## config.mk

```make
export PLATFORM = sky130hd
export DESIGN_NAME = rx_assemble
export DESIGN_NICKNAME = d
export VERILOG_FILES = /design/src/rtl/rx_assemble.sv
export SDC_FILE = /design/constraint.sdc
export NUM_CORES = 1
export LEC_CHECK = 0
export BUFFER_PORTS_ARGS = -buffer_cell sky130_fd_sc_hd__buf_2
export CAP_MARGIN = 25
export CORE_AREA = 2 2 128 130
export DETAILED_ROUTE_END_ITERATION = 6
export DIE_AREA = 0 0 130 132
export PLACE_DENSITY = 0.62
export SYNTH_ARGS = -nofsm -noshare
export SYNTH_HDL_FRONTEND = slang
export SYNTH_SLANG_ARGS = --single-unit
export TNS_END_PERCENT = 30
```

## constraint.sdc

```tcl
create_clock -name clk -period 2.7 [get_ports clk]
set_input_delay 0.405 -clock clk [delete_from_list [all_inputs] [get_ports clk]]
set_output_delay 0.405 -clock clk [all_outputs]
set_load 0.1 [all_outputs]
```

## src/rtl/rx_assemble.sv

```systemverilog
// rx_assemble
//   Collects 16 consecutive bytes from the UART receiver into one 128-bit word,
//   with the first byte in [127:120] and the last in [7:0]. It then hands the
//   word to the downstream buffer that feeds the AES core.
//   If the line goes quiet in the middle of a frame, the partial frame is
//   discarded. Bytes that arrive while a finished word is still waiting to be
//   written are dropped and flagged.
//
// Ports
//   clk          : system clock; all logic runs on the rising edge
//   reset        : synchronous, active-low
//   rx_data      : received byte, valid while rx_done is high
//   rx_done      : single-cycle byte strobe from the UART receiver
//   buffer_full  : the downstream buffer cannot accept a write this cycle
//   buffer_write : one-cycle write strobe to the downstream buffer
//   d_out        : assembled word, valid while buffer_write is high
//   busy         : a frame is partially or fully assembled and not yet written
//   overrun      : one-cycle pulse when a byte is dropped while a word waits
//   timeout      : one-cycle pulse when a partial frame is discarded
//
// Parameters
//   TIMEOUT_CYCLES : idle cycles allowed between bytes of a frame (>= 2)

module rx_assemble #(
  parameter int unsigned TIMEOUT_CYCLES = 1000000
) (
  input  logic         clk,
  input  logic         reset,
  input  logic [7:0]   rx_data,
  input  logic         rx_done,
  input  logic         buffer_full,
  output logic         buffer_write,
  output logic [127:0] d_out,
  output logic         busy,
  output logic         overrun,
  output logic         timeout
);

  // The counter only has to reach TIMEOUT_CYCLES-1.
  localparam int unsigned TCNT_W = (TIMEOUT_CYCLES > 1) ? $clog2(TIMEOUT_CYCLES) : 1;
  localparam logic [TCNT_W-1:0] TCNT_LAST = TCNT_W'(TIMEOUT_CYCLES - 1);

  typedef enum logic [1:0] {
    ST_IDLE    = 2'd0,
    ST_COLLECT = 2'd1,
    ST_WRITE   = 2'd2
  } state_t;

  state_t            state_q;
  logic [3:0]        ctr_q;
  logic [TCNT_W-1:0] tcnt_q;
  logic [127:0]      d_out_q;
  logic              buffer_write_q;
  logic              busy_q;
  logic              overrun_q;
  logic              timeout_q;

  // The word shifts left by one byte on every capture. After 16 captures,
  // the oldest byte has reached the top lane.
  logic [127:0] d_out_d;
  assign d_out_d = {d_out_q[119:0], rx_data};

  always_ff @(posedge clk) begin
    if (!reset) begin
      state_q        <= ST_IDLE;
      ctr_q          <= 4'd0;
      tcnt_q         <= '0;
      d_out_q        <= '0;
      buffer_write_q <= 1'b0;
      busy_q         <= 1'b0;
      overrun_q      <= 1'b0;
      timeout_q      <= 1'b0;
    end else begin
      // All event outputs are single-cycle pulses by default.
      buffer_write_q <= 1'b0;
      overrun_q      <= 1'b0;
      timeout_q      <= 1'b0;

      case (state_q)
        ST_IDLE: begin
          if (rx_done) begin
            d_out_q <= d_out_d;
            ctr_q   <= ctr_q + 4'd1;
            tcnt_q  <= '0;
            busy_q  <= 1'b1;
            state_q <= ST_COLLECT;
          end
        end

        ST_COLLECT: begin
          if (rx_done) begin
            // A byte arriving on the expiry edge still wins over the timeout.
            d_out_q <= d_out_d;
            ctr_q   <= ctr_q + 4'd1;  // wraps to 0 on the 16th byte
            tcnt_q  <= '0;
            if (ctr_q == 4'd15) begin
              state_q <= ST_WRITE;
            end
          end else if (tcnt_q == TCNT_LAST) begin
            // Discard the partial frame. d_out keeps stale bytes, but nothing
            // downstream sees them because no write is issued.
            timeout_q <= 1'b1;
            ctr_q     <= 4'd0;
            tcnt_q    <= '0;
            busy_q    <= 1'b0;
            state_q   <= ST_IDLE;
          end else begin
            tcnt_q <= tcnt_q + 1'b1;
          end
        end

        ST_WRITE: begin
          // d_out is frozen here, including on the exit edge. A byte that
          // arrives now has nowhere to go.
          if (rx_done) begin
            overrun_q <= 1'b1;
          end
          if (!buffer_full) begin
            buffer_write_q <= 1'b1;
            busy_q         <= 1'b0;
            state_q        <= ST_IDLE;
          end
        end

        default: begin
          ctr_q   <= 4'd0;
          tcnt_q  <= '0;
          busy_q  <= 1'b0;
          state_q <= ST_IDLE;
        end
      endcase
    end
  end

  assign buffer_write = buffer_write_q;
  assign d_out        = d_out_q;
  assign busy         = busy_q;
  assign overrun      = overrun_q;
  assign timeout      = timeout_q;

endmodule

```

== Word-level counts from Yosys, hierarchy flattened ==
Index checks and enable logic that the tools add are counted.
Word-level totals
  flip-flop bits (word level): 158
  memory bits (writable): 0
  memory bits (read-only): 0
  output and inout bits: 132
  bits in latches: 0
  input port bits: 12
  memories kept: 0
Operators by class
  bitwise operators: 3
  mux-type cells: 22
  multipliers: 0
  reduce and logical (&&, ||, !) cells: 9
  equality and inequality tests: 10
  $add $sub $neg: 2
  order comparisons: 0
  divide/modulo/power cells: 0
  shift-type cells: 0
Operator list (count)
  2-to-1 mux 20 bit: 3
  one-hot mux 20 bit (3 select lines): 1
  adder 20 x 1 -> 20 bit (second input constant): 1
  equality test 20 bit (second input constant): 1
  2-to-1 mux 4 bit: 3
  one-hot mux 4 bit (3 select lines): 1
  2-to-1 mux 2 bit: 5
  inequality test 2 bit (second input constant): 4
  AND reduction 4 bit: 2
  2-to-1 mux 1 bit: 7
  inequality test 3 bit (second input constant): 2
  one-hot mux 2 bit (3 select lines): 1
  AND reduction 2 bit: 3
  adder 4 x 1 -> 4 bit (second input constant): 1
  equality test 4 bit (second input constant): 1
  NOT 1 bit: 3
  one-hot mux 1 bit (3 select lines): 1
  AND reduction 3 bit: 1
  OR reduction 3 bit: 1
  equality test 2 x 1 -> 1 bit (second input constant): 1
  equality test 2 bit (second input constant): 1
  zero test 2 bit: 1
  OR reduction 2 bit: 1

== Depth between registers and ports, before layout ==
  depth after elaboration: 4
  depth in mapped cells: 7

== Worst setup path after synthesis ==
Ideal clock, no wire load.
  kind: flip-flop to flip-flop
  start: register tcnt_q[0]
  end: register tcnt_q[14]
  stages on the path, launching flop included: 6
  slack: 1.173 ns
  data required time: 2.630 ns
  arrival time: 1.458 ns
  path through: dfxtp_1 ha_1 and4_2 o2111ai_1 or3_1 a21oi_1
Between the ends
  longest elaborated chain between the ends: 4
  elaborated cells between the ends (all ways): 5
  those cells by class: add/sub (1); eq/ne (1); mux (3)
Ends and longest elaborated chain
  start, declared: RTL line 51  | logic [TCNT_W-1:0] tcnt_q;
  start signal, assigned: RTL line 108  | tcnt_q <= tcnt_q + 1'b1;
  adder 20 x 1 -> 20 bit / equality test 20 bit (equally long branches): RTL line 108, 99
  2-to-1 mux 20 bit *: RTL line 99  | end else if (tcnt_q == TCNT_LAST) begin
  2-to-1 mux 20 bit *: RTL line 91  | if (rx_done) begin
  one-hot mux 20 bit (3 select lines) *: RTL line 79  | case (state_q)
Mark *: on every way between the ends. The rest lies on a longest branch, timed or not.
A chain may end at the register's enable or synchronous reset.

== Worst setup path in the final report ==
  start: register tcnt_q[6]
  end: register ctr_q[2]
Between the ends
  longest elaborated chain between the ends: 3
Ends and longest elaborated chain
  equality test 20 bit: RTL line 99
  inequality test 3 bit (no line)
  AND reduction 3 bit (no line)
  end signal, assigned: RTL line 83  | ctr_q <= ctr_q + 4'd1;
  end signal, assigned: RTL line 94  | ctr_q <= ctr_q + 4'd1;
  end, declared: RTL line 50  | logic [3:0] ctr_q;
Every way passes these cells.

==> results.md <==
* Status: complete, no violations
* Final hold viol count at 0
* PwrDens at around 650 nW/um^2
* Detailed Place HPWL at 9640 um
* Post-synth top area share at 50.7%
* Sw power at around 1.2 mW
* Die Wd at 130 um
* Hold_buf cts at 0
* Sequential-to-total area share from yosys stat at 50.7%
* Final setup fails at 0
* Req. time, crit path at roughly 3000 ps
* Syn Nets at 744
* Cts repair resizes at 0
* Reg clk slew, reported paths at about 60 ps
* Max Cap Viol at 0
* Share of cells above drive strength 1 at 22.0%
* Total negative slack at 0 ps
* Clk root buf: clkbuf_16
* CP max stage delay at 440 ps
* Commonest non-fill, non-tap cell in the layout: nand2_1
* Slew at the pin closest to its max-slew limit at 733 ps
* Worst Path Buf+Inv at 1
* Largest delay share family, worst path: simple AND/OR/NAND/NOR gates
* Via count at 5274
* Critical path fanouts, max at 11
* Routed Antenna Nets at 0
* Core area at 15700 um^2
* Vias in the first global route at 4885
* Top cell type by total area after synthesis: dfxtp_1
* Worst IR drop on VDD at 0.439 mV
* Minimum clock period at ~2100 ps
* Async S/R FF share, synth at 0%
* Type of origin of the critical path: flip-flop
* Clk_skew at ~10 ps
* Crit path kind: reg -> reg
* Pint at 3.79 mW
* Longest Clk Path Bufs at 2
* CTS buffer count at 17
* Critical-path top delay cell: o21ai_2
* Clk Latency, worst-skew pair at 420 ps
* Initial DRC Count at 321
* Initial Util at 39.7%
* Top post-synthesis cells by area: dfxtp_1 (51%), a21boi_0 (16%), nand2_1 (16%), clkbuf_1 (2.0%), buf_2 (1.1%)
* Commonest cells after routing, fill and taps aside: nand2_1 (266), dfxtp_1 (158), buf_2 (142)
* Rel. slew slack at 51.2%
* YS warnings at 0
* RSZ-0062 raised after global routing: no
* Grt ovf at 0
* Crit path DAT at 2360 ps
* FMAX at 0.487 GHz
* Drt wl/cell at 13.8 um
* Top-Level Pins at 144
* RD Place Congestion at 0.778
* Wirelength, routed at around 15000 um
* CTS tree: built
* Post-Syn Area at 6240 um^2
* DIE HEIGHT at between 100 and 150 um
* Total GRT Usage at roughly 18%
* Post-synth EDFFs at 0
* Clock Sinks at 158
* Vias per cell at 4.91
* Final Util at around half
* CTS H-tree depth at 4
* DRT Pass-1 Iters at 4
* Final worst-path cycle share at 76.1%
* Synth Instances at between 700 and 800
* Antenna violations before repair at 0
* Comb power frac at 6.1%
* DRC at 0
* Final slew viol count at 0
* First-pass GRT wire length at 24400 um
* Yosys cell types at 47
* Clk network pwr share at about 46%
* Antenna fix cells at 0
* Total power at 4.95 mW
* PortBufs at 143
* CP Capture Type: flip-flop
* Die area at 17200 um^2
* Hold crit path type: in -> reg
* Seq cells post-synth at ~160
* Area growth from synthesis to layout at 22.0%
* Sequential Power Share at 48.2%
* CP Cell Sequence: nor4_1 > nand4_1 > o21ai_2 > buf_4 > a31oi_1
* Post-CTS Setup Inserts at 0
* NumNets Final at around 860
* Largest net degree at the start of global routing at 86
* Row cnt at 46
* Static Leak at 2.96 nW
* Main synth FF type: dfxtp_1
* Avg Inst Size Synth at 8.54 um^2
* Switch share at between 20% and 30%
kinds of logic after synthesis:
| group | count (synthesis) | share of synthesized area, % |
|---|---|---|
| buffers and inverters | 52 | 3.71 |
| AOI/OAI and AO/OA | 177 | 20.7 |
| DFF | 158 | 50.7 |
| and+or+nand+nor | 333 | 23.3 |
| adders and majority gates | 2 | 0.401 |
| xor gates and xnor gates | 6 | 0.843 |
| muxes | 2 | 0.321 |
stage by stage:
stage                     area (um^2)  hold WS [ps]  setup slack (ps)  std cells
after CTS                        7610           199               727       1075
after detailed placement         7060           452               638       1046
final                            7610           209               646       1075
after global routing             7610           191               470       1075
after floorplan                  6240           416              1170        730
after global placement           7060           440               663       1046
worst reg2reg max path, stage by stage (launching register included):
cell	delay, ps
dfxtp_1	380
nor4_1	390
nand4_1	380
o21ai_2	440
buf_4	260
a31oi_1	90
synth_stat cells (4+ instances only):
| master | number |
|---|---|
| xor2_1 | 5 |
| a21boi_0 | 134 |
| o21ai_0 | 10 |
| nand3_1 | 8 |
| or3_1 | 5 |
| nor2_1 | 14 |
| a21oi_1 | 10 |
| o211ai_1 | 5 |
| a31oi_1 | 4 |
| dfxtp_1 | 158 |
| nand2_1 | 266 |
| o2111ai_1 | 4 |
| o31ai_1 | 4 |
| buf_2 | 14 |
| clkbuf_1 | 33 |
| and3_1 | 4 |
cell type report:
class                           count  area (um^2)
Multi-Input combinational cell    520         2850
Timing Repair Buffer              150          771
Tap cell                          216          270
Clock buffer                       22          454
Sequential cell                   158         3160
Fill cell                        1610         8110
Inverter                            2         7.51
Clock inverter                      7         91.3
power by group through the flow:
| stage | Sequential, mW | Combinational (mW) | Clock (mW) |
|---|---|---|---|
| after global routing | 2.39 | 0.326 | 2.42 |
| final | 2.38 | 0.304 | 2.26 |
| after floorplan | 2.53 | 0.150 | 0 |
| after detailed placement | 2.43 | 0.306 | 0 |
| after CTS | 2.38 | 0.307 | 2.32 |
| after global placement | 2.43 | 0.307 | 0 |
flip-flops by register name, summed over array words and instances, names as in the netlist:
signal	count
buffer_write	1
busy	1
ctr_q	4
d_out	128
overrun	1
state_q	2
tcnt_q	20
timeout	1
routing by layer:
metal	up-vias	wire, um	track usage (%)
li1	2681	-	-
met5	-	0	0
met3	15	1010	6.53
met4	0	158	5.91
met1	2465	6980	23.0
met2	113	6720	26.8
path summary, 6_finish.rpt:
| path | cells past startpoint | startpoint | endpoint | slack, ps |
|---|---|---|---|---|
| worst max-delay path | 5 | tcnt_q[6] | ctr_q[2] | 650 |
| worst min-delay path | 2 | buffer_full | buffer_write | 210 |
| worst max register to register | 5 | tcnt_q[6] | ctr_q[2] | 650 |
| worst min register to register | 1 | ctr_q[3] | ctr_q[3] | 450 |
Note: power is estimated with default switching activity, not from simulation.
